<file path="src/rtl/fetch_unit_pkg.sv">
// Shared MIPS fetch definitions: address width, NOP encoding, default reset PC
// and the next-PC selector used by fetch_unit.
package fetch_unit_pkg;
  localparam int unsigned ADDR_W = 32;
  localparam logic [31:0] NOP = 32'h0000_0000;
  localparam logic [ADDR_W-1:0] DEFAULT_RESET_PC = 32'h0000_0000;

  typedef enum logic [1:0] {
    NPC_SEQ,
    NPC_KEEP,
    NPC_REDIR
  } npc_sel_e;

  // Clears the byte offset so a redirect always lands on a word boundary.
  function automatic logic [ADDR_W-1:0] align_word(input logic [ADDR_W-1:0] a);
    return a & ~{{(ADDR_W-2){1'b0}}, 2'b11};
  endfunction
endpackage

</file>
<file path="src/rtl/fetch_unit_if.sv">
// Fetch stage bus: pipeline control in, instruction memory, and IF/ID outputs.
interface fetch_unit_if;
  logic                                stall;
  logic                                flush;
  logic                                branch_taken;
  logic [fetch_unit_pkg::ADDR_W-1:0]   branch_target;
  logic                                jump;
  logic [fetch_unit_pkg::ADDR_W-1:0]   jump_target;
  logic [fetch_unit_pkg::ADDR_W-1:0]   pc;
  logic [31:0]                         instr_in;
  logic [fetch_unit_pkg::ADDR_W-1:0]   if_pc;
  logic [fetch_unit_pkg::ADDR_W-1:0]   if_pc4;
  logic [31:0]                         if_instr;
  logic                                if_valid;
  logic [31:0]                         fetch_count;
  logic                                trap;

  modport master (
    input  stall, flush, branch_taken, branch_target, jump, jump_target, instr_in,
    output pc, if_pc, if_pc4, if_instr, if_valid, fetch_count, trap
  );

  modport slave (
    output stall, flush, branch_taken, branch_target, jump, jump_target, instr_in,
    input  pc, if_pc, if_pc4, if_instr, if_valid, fetch_count, trap
  );
endinterface

</file>
<file path="src/rtl/fetch_unit_if_id_reg.sv">
// IF/ID pipeline register: bubble insertion, stall hold and valid-fetch counter.
module if_id_reg
  import fetch_unit_pkg::*;
(
  input  logic              clock,
  input  logic              reset,
  input  logic              bubble,
  input  logic              hold,
  input  logic [ADDR_W-1:0] pc,
  input  logic [ADDR_W-1:0] pc4,
  input  logic [31:0]       instr_in,
  output logic [ADDR_W-1:0] if_pc,
  output logic [ADDR_W-1:0] if_pc4,
  output logic [31:0]       if_instr,
  output logic              if_valid,
  output logic [31:0]       fetch_count
);
  // Bubble beats hold: a squashed slot must not survive a stall.
  always_ff @(posedge clock) begin
    if (reset) begin
      if_pc       <= '0;
      if_pc4      <= '0;
      if_instr    <= NOP;
      if_valid    <= 1'b0;
      fetch_count <= '0;
    end else if (bubble) begin
      if_instr    <= NOP;
      if_valid    <= 1'b0;
    end else if (!hold) begin
      if_pc       <= pc;
      if_pc4      <= pc4;
      if_instr    <= instr_in;
      if_valid    <= 1'b1;
      fetch_count <= fetch_count + 32'd1;
    end
  end
endmodule

</file>
<file path="src/rtl/fetch_unit.sv">
// MIPS instruction fetch: PC register, next-PC select, IF/ID register.
// Build option MISALIGN_TRAP_EN: misaligned redirects trap instead of being word-aligned.
module fetch_unit
  import fetch_unit_pkg::*;
#(
  parameter logic [ADDR_W-1:0] RESET_PC = DEFAULT_RESET_PC
) (
  input logic           clock,
  input logic           reset,
  fetch_unit_if.master  bus
);
  logic [ADDR_W-1:0] pc_q, pc_nxt, pc4, raw_tgt, tgt;
  logic              redirect, misalign, trapped, bubble;
  npc_sel_e          sel;

  assign pc4      = pc_q + 32'd4;
  assign redirect = bus.jump | bus.branch_taken;
  assign raw_tgt  = bus.jump ? bus.jump_target : bus.branch_target;

`ifdef MISALIGN_TRAP_EN
  logic trap_q;
  assign tgt      = raw_tgt;
  assign misalign = redirect && (raw_tgt[1:0] != 2'b00);
  assign trapped  = trap_q;

  // Sticky until reset: once a bad target is seen, decode only gets bubbles.
  always_ff @(posedge clock) begin
    if (reset) trap_q <= 1'b0;
    else       trap_q <= trap_q | misalign;
  end
  assign bus.trap = trap_q;
`else
  assign tgt      = align_word(raw_tgt);
  assign misalign = 1'b0;
  assign trapped  = 1'b0;
  assign bus.trap = 1'b0;
`endif

  always_comb begin
    sel = NPC_SEQ;
    if (redirect)       sel = misalign ? NPC_KEEP : NPC_REDIR;
    else if (bus.stall) sel = NPC_KEEP;
  end

  always_comb begin
    pc_nxt = pc4;
    case (sel)
      NPC_KEEP:  pc_nxt = pc_q;
      NPC_REDIR: pc_nxt = tgt;
      default:   pc_nxt = pc4;
    endcase
  end

  always_ff @(posedge clock) begin
    if (reset) pc_q <= RESET_PC;
    else       pc_q <= pc_nxt;
  end

  assign bus.pc = pc_q;
  assign bubble = redirect | bus.flush | trapped;

  if_id_reg u_if_id (
    .clock       (clock),
    .reset       (reset),
    .bubble      (bubble),
    .hold        (bus.stall),
    .pc          (pc_q),
    .pc4         (pc4),
    .instr_in    (bus.instr_in),
    .if_pc       (bus.if_pc),
    .if_pc4      (bus.if_pc4),
    .if_instr    (bus.if_instr),
    .if_valid    (bus.if_valid),
    .fetch_count (bus.fetch_count)
  );
endmodule

</file>
<file path="src/flat_wrapper.sv">
// flat-port wrapper written by rule: the top's interface ports become plain ports
module fetch_unit_flat import fetch_unit_pkg::*;
#(
  parameter logic [ADDR_W-1:0] RESET_PC = DEFAULT_RESET_PC
)
  (clock, reset, bus_stall, bus_flush, bus_branch_taken, bus_branch_target, bus_jump, bus_jump_target, bus_instr_in, bus_pc, bus_if_pc, bus_if_pc4, bus_if_instr, bus_if_valid, bus_fetch_count, bus_trap);
  fetch_unit_if bus_i ();
  input logic clock;
  input logic reset;
  input wire logic [$bits(bus_i.stall)-1:0] bus_stall;
  input wire logic [$bits(bus_i.flush)-1:0] bus_flush;
  input wire logic [$bits(bus_i.branch_taken)-1:0] bus_branch_taken;
  input wire logic [$bits(bus_i.branch_target)-1:0] bus_branch_target;
  input wire logic [$bits(bus_i.jump)-1:0] bus_jump;
  input wire logic [$bits(bus_i.jump_target)-1:0] bus_jump_target;
  input wire logic [$bits(bus_i.instr_in)-1:0] bus_instr_in;
  output wire logic [$bits(bus_i.pc)-1:0] bus_pc;
  output wire logic [$bits(bus_i.if_pc)-1:0] bus_if_pc;
  output wire logic [$bits(bus_i.if_pc4)-1:0] bus_if_pc4;
  output wire logic [$bits(bus_i.if_instr)-1:0] bus_if_instr;
  output wire logic [$bits(bus_i.if_valid)-1:0] bus_if_valid;
  output wire logic [$bits(bus_i.fetch_count)-1:0] bus_fetch_count;
  output wire logic [$bits(bus_i.trap)-1:0] bus_trap;
  assign bus_i.stall = bus_stall;
  assign bus_i.flush = bus_flush;
  assign bus_i.branch_taken = bus_branch_taken;
  assign bus_i.branch_target = bus_branch_target;
  assign bus_i.jump = bus_jump;
  assign bus_i.jump_target = bus_jump_target;
  assign bus_i.instr_in = bus_instr_in;
  assign bus_pc = bus_i.pc;
  assign bus_if_pc = bus_i.if_pc;
  assign bus_if_pc4 = bus_i.if_pc4;
  assign bus_if_instr = bus_i.if_instr;
  assign bus_if_valid = bus_i.if_valid;
  assign bus_fetch_count = bus_i.fetch_count;
  assign bus_trap = bus_i.trap;
  fetch_unit #(.RESET_PC(RESET_PC)) u_core (.clock(clock), .reset(reset), .bus(bus_i));
endmodule
</file>
<file path="config.mk">
export PLATFORM = sky130hd
export DESIGN_NAME = fetch_unit_flat
export DESIGN_NICKNAME = d
export VERILOG_FILES = /design/src/rtl/fetch_unit_pkg.sv /design/src/rtl/fetch_unit_if.sv /design/src/rtl/fetch_unit_if_id_reg.sv /design/src/rtl/fetch_unit.sv /design/src/flat_wrapper.sv
export SDC_FILE = /design/constraint.sdc
export NUM_CORES = 1
export LEC_CHECK = 0
export ABC_CLOCK_PERIOD_IN_PS = 4200
export CAP_MARGIN = 20
export CORE_ASPECT_RATIO = 0.5
export CORE_MARGIN = 2
export CORE_UTILIZATION = 55
export DETAILED_ROUTE_END_ITERATION = 6
export DONT_BUFFER_PORTS = 1
export GPL_TIMING_DRIVEN = 0
export PLACE_DENSITY_LB_ADDON = 0.08
export RECOVER_POWER = 25
export SYNTH_ARGS = -nofsm -noshare
export SYNTH_HDL_FRONTEND = slang
export SYNTH_SLANG_ARGS = --single-unit
</file>
<file path="constraint.sdc">
create_clock -name clock -period 4.2 [get_ports clock]
set_input_delay 0.84 -clock clock [delete_from_list [all_inputs] [get_ports clock]]
set_output_delay 0.84 -clock clock [all_outputs]
set_load 0.05 [all_outputs]
</file>
# Yosys cells after proc, flatten, opt, wreduce, memory -nomap -nowiden
# Cells that the tools add are included.
# totals
register_bits	161
latchBits	0
mem_bits_rw	0
mem_bits_ro	0
inputBits	102
memories	0
# classes
add_sub_neg	2
n_mul	0
n_div	0
n_lt_le_gt_ge	0
n_eq_ne	2
shifts	0
mux	4
bitwise	4
n_reduce_logical	2
# op_table
cell	n
32-bit case mux with 2 select lines	1
32-bit by 1-bit adder with 32-bit output, second input constant	1
32-bit by 3-bit adder with 32-bit output, second input constant	1
32-bit 2-to-1 mux	1
2-bit by 1-bit == test with 1-bit output, second input constant	1
2-bit == test, second input constant	1
2-bit 2-to-1 mux	1
1-bit inverter	2
1-bit OR	2
2-bit AND reduction	1
2-bit OR reduction	1
1-bit 2-to-1 mux	1

# Depth between registers and ports, before layout
# depth
ltp_word	4
ltp_mapped	8
depth_no_buf	6

# Hierarchy
# From an unflattened synthesis, not the netlist that was laid out.
# unflattened
cells_unflattened	954
hier_area_um2	7798.7
# by_module_without_submodules
module	instances	cells_per_inst	area_each_um2	seq_area_each_um2
if_id_reg	1	560	4860.9	2582.5
fetch_unit	1	394	2937.8	600.6

# Least setup slack after synthesis
# No wires, ideal clock.
# synth_path
kind	input to register
startpoint	input bus_stall
endpoint	register u_core.u_if_id.fetch_count[27]
setup_ns	0.128
arrival_time_ns	2.501
required_time_ns	4.072
path_slack_ns	1.571
path_stages	7
n_path_buf	2
cell_sequence	buf_6 or4_4 buf_6 or4_4 nor4_4 xnor2_1 nor2_1
# synth_between
elab_chain_len	2
# synth_rtl
element	line	source
from (decl)	flat_wrapper.sv:10	input wire logic [$bits(bus_i.stall)-1:0] bus_stall;
1-bit inverter (no line)	-	
2-bit AND reduction (no line)	-	
to (signal assigned)	fetch_unit_if_id_reg.sv:34	fetch_count <= fetch_count + 32'd1;
to (decl)	fetch_unit_if_id_reg.sv:16	output logic [31:0] fetch_count
# No other way between the ends.
# A chain may end at the register's enable or synchronous reset.

# Final worst setup path
# layout_path
startpoint	register u_core.pc_q[2], in the netlist u_core.bus.pc[2]
endpoint	register u_core.pc_q[24], in the netlist u_core.bus.pc[24]
# layout_between
elab_chain_len	2
# layout_rtl
element	line	source
from (decl)	fetch_unit.sv:12	logic [ADDR_W-1:0] pc_q, pc_nxt, pc4, raw_tgt, tgt;
from (signal assigned)	fetch_unit.sv:56	else pc_q <= pc_nxt;
32-bit by 3-bit adder with 32-bit output	fetch_unit.sv:16	assign pc4 = pc_q + 32'd4;
32-bit case mux with 2 select lines	fetch_unit.sv:47	case (sel)
# No other way between the ends.

==> flow_summary_export.csv <==
group,metric,value,unit
outcome,status,"finished, final reports clean",
cts,cts_resized,0,
synth,yosys_register_bits,155,
worst_setup_path,crit_type,"reg2reg",
worst_setup_path,cp_cell_sequence,"ha_1 -> nand3_1 -> nor4_2 -> nand4_1 -> mux2i_1 -> a2111oi_0",
synth,netlist_area,0.00723,mm2
floorplan,die_h,85.1,um
layout,area_growth,11.1,%
place,dp.cells,1064,
sta,period_share,81.7,%
worst_setup_path,path_depth,6,
global_route,grt_pass1_vias,6003,
synth,synthCells,888,
global_route,antenna_found_initial,0,
cts,h-tree-depth,4,
drt,drc,0,
sta,max_freq,0.291,GHz
drt,drt-initial-drc-count,597,
synth,ys_warn_count,0,
pwr,peakVddDrop,266,uV
cts,cts_setup_buffers,0,
cts,hold_buffers,0,
place,place_hpwl,16100,um
floorplan,core.rowCount,29,
worst_setup_path,ff2ff_path_depth,6,
drt,post_drt_wl_per_cell,19.9,um
pwr,power_density,430,mW/mm2
layout,drive_gt1_share,5.61,%
synth,yosysUniqueCellTypes,48,
layout,final_cells,1097,
min_path,whs_path_depth,2,
sta,setup_viol,0,
sta,final-hold-violation-count,0,
sta,rsz0062_at_grt,"false",
place,place_ws,848,ps
global_route,overflow,0,
synth,avgSynthCellArea,8.15,um2
sta,maxSlewViolCount,0,
run,maxCapViolCount,0,
cts,numCtsBuffers,17,
pwr,p_total,3.46,mW
pwr,p_leak,2.89,nW
drt,totalWireLength,21800,um
sta,slew_headroom,32.2,%
synth,ys.flop_type,"dfxtp_1",
worst_setup_path,crit_fanout,9,
drt,dr.pass1.iters,5,
cts,cts_root_buffer,"clkbuf_16",
synth,synth_edf_count,0,
layout,multi_input_area,0.00375,mm2
sta,setup_tns,0,ps
cts,worstSkewPairLatency,430,ps
worst_setup_path,path_buf_inv,0,
cts,cts.reportedPaths.clkPinSlew,70,ps
layout,antenna_cells,0,
cts,tritoncts,"built",
min_path,hp-start,"bus_jump_target[10]",
worst_setup_path,cp.required,4500,ps
worst_setup_path,worstSetupStartpointType,"flip-flop",
place,portBuffers,0,
cts,numClockSinks,155,
sta,timing.hold.ws,547,ps
sta,skew,11.0,ps
min_path,hold_class,"in2reg",
global_route,grt_max_degree,17,
floorplan,coreArea,0.0127,mm2
layout,ff_latch_area,0.00310,mm2
drt,via_count,6527,
layout,stdcell_area,0.00804,mm2
sta,finalWorstSetupSlack,768,ps
worst_setup_path,rrSetupSlack,770,ps
synth,async_flop_share,0,%
place,gp_congestion,0.863,
floorplan,num_io_pins,264,
worst_setup_path,cp_data_arrival_time,3730,ps
global_route,track_usage,30.3,%
worst_setup_path,startpoint,"u_core.bus.pc[2]",
layout,fill_cells,1161,
floorplan,die_w,166,um
sta,min_period,3430,ps
sta,worst_slew_pin_slew,1010,ps
synth,yosysSeqAreaShare,42.9,%
layout,final_core_util,63.1,%
layout,nets,1018,
worst_setup_path,crit_family,"simple AND/OR/NAND/NOR gates",
global_route,grt_pass1_wl,33400,um
drt,vias_per_cell,5.95,
worst_setup_path,reg2reg_from,"u_core.bus.pc[2]",
place,placed_area,0.00747,mm2
drt,ant_nets,0,
cts,cts_buffer_depth,2,
worst_setup_path,crit_slowest_cell,"nor4_2",
worst_setup_path,critPathCaptureType,"flip-flop",
floorplan,initial_utilization,56.8,%
floorplan,dieArea,0.0141,mm2
worst_setup_path,cpPeakStageDelay,940,ps
## path summary, 6_finish.rpt
| path | to |
|---|---|
| worst max-delay path | u_core.bus.pc[24] |
| worst min-delay path | u_core.bus.pc[10] |
| worst max register to register | u_core.bus.pc[24] |
| worst min register to register | u_core.u_if_id.if_valid |
## per-layer routing
| metal | vias up | routed length (um) | global-route usage [%] |
|---|---|---|---|
| li1 | 3112 | - | - |
| met1 | 3098 | 8980 | 36.8 |
| met2 | 272 | 10100 | 49.2 |
| met3 | 45 | 2170 | 11.2 |
| met4 | 0 | 600 | 12.8 |
| met5 | - | 0 | 0 |
## cells in the final DEF (no fill, tap or decap), types with 4 or more instances in the layout
cell / synthesis / routed
a21oi_1: 63 / 63
nor4_1: 11 / 11
o21ai_0: 23 / 23
nand2_1: 107 / 107
nor2b_1: 4 / 4
nor2_1: 130 / 130
buf_4: 7 / 7
nand3_1: 29 / 29
clkinv_4: 0 / 4
nor3_1: 17 / 17
and3_1: 9 / 9
mux2i_1: 41 / 41
inv_6: 0 / 4
clkbuf_16: 0 / 17
buf_1: 7 / 7
xor2_1: 35 / 35
conb_1: 1 / 7
nand2b_1: 13 / 13
and2_1: 9 / 9
inv_1: 17 / 17
xnor2_1: 23 / 23
and4_1: 6 / 6
a22oi_1: 4 / 4
clkbuf_1: 60 / 61
nand4_1: 25 / 25
buf_2: 3 / 4
dfxtp_1: 155 / 155
o31ai_1: 7 / 7
a211oi_1: 40 / 40
a2111oi_0: 8 / 8
## worst register-to-register path: cells and delay by family, from the launching register on
family / cells / cell delay (ps)
AOI/OAI and AO/OA: 1 / 380
adders and majority gates: 1 / 390
DFF: 1 / 870
muxes: 1 / 190
and+or+nand+nor: 3 / 1480
## flip-flops by register name, summed over array words and instances (netlist names)
name	count
u_core.u_if_id.if_pc	30
u_core.u_if_id.if_pc4	30
u_core.u_if_id.if_instr	32
u_core.u_if_id.fetch_count	32
u_core.bus.pc	30
u_core.u_if_id.if_valid	1
## report_power, final
part / leakage (nW) / internal, mW / switching (mW) / total [mW]
sequential: 1.26 / 1.51 / 0.182 / 1.69
combinational: 1.36 / 0.100 / 0.187 / 0.288
clock: 0.269 / 0.779 / 0.698 / 1.48
total: 2.89 / 2.39 / 1.07 / 3.46
## synth_stat cells, types with 3 or more instances
| library cell | number | share of area (%) |
|---|---|---|
| o31ai_1 | 7 | 0.73 |
| a22oi_1 | 4 | 0.42 |
| mux2i_1 | 41 | 5.7 |
| nor2b_1 | 4 | 0.35 |
| a21oi_1 | 63 | 4.4 |
| a2111oi_0 | 8 | 0.97 |
| o21ai_0 | 23 | 1.6 |
| nor4_1 | 11 | 0.95 |
| clkbuf_1 | 60 | 3.1 |
| xnor2_1 | 23 | 2.8 |
| nor2_1 | 130 | 6.7 |
| buf_1 | 7 | 0.36 |
| buf_4 | 7 | 0.73 |
| and4_1 | 6 | 0.73 |
| and2_1 | 9 | 0.78 |
| and3_1 | 9 | 0.78 |
| a211oi_1 | 40 | 4.2 |
| nand3b_1 | 3 | 0.31 |
| nand2_1 | 107 | 5.6 |
| xor2_1 | 35 | 4.2 |
| or3_1 | 3 | 0.26 |
| inv_1 | 17 | 0.88 |
| nand4_1 | 25 | 2.2 |
| buf_2 | 3 | 0.21 |
| nand3_1 | 29 | 2.0 |
| nor3_1 | 17 | 1.2 |
| nand2b_1 | 13 | 1.1 |
| dfxtp_1 | 155 | 43 |
## cells by family (layout without fill, tap and decap cells)
family                   count (synthesis)  after routing  share of synthesized area (%)
adder cells (fa/ha/maj)                  2              2                          0.346
AO/OA/AOI/OAI                          159            159                           13.8
buffers and inverters                   96            129                           5.60
other                                    1              7                         0.0518
multiplexers                            41             41                           5.67
flip-flops                             155            155                           42.9
XOR/XNOR                                58             58                           7.02
AND/OR/NAND/NOR                        376            376                           24.6
## cell type report
type / instances / share of cell area, %
clock buffer: 18 / 5.34
clock inverter: 14 / 1.67
sequential: 155 / 38.6
multi-input combinational: 643 / 46.6
inverter: 17 / 0.794
tap: 170 / 2.65
buffer: 79 / 4.25
timing repair buffer: 1 / 0.0623
Power figures use the tool's default switching activity.
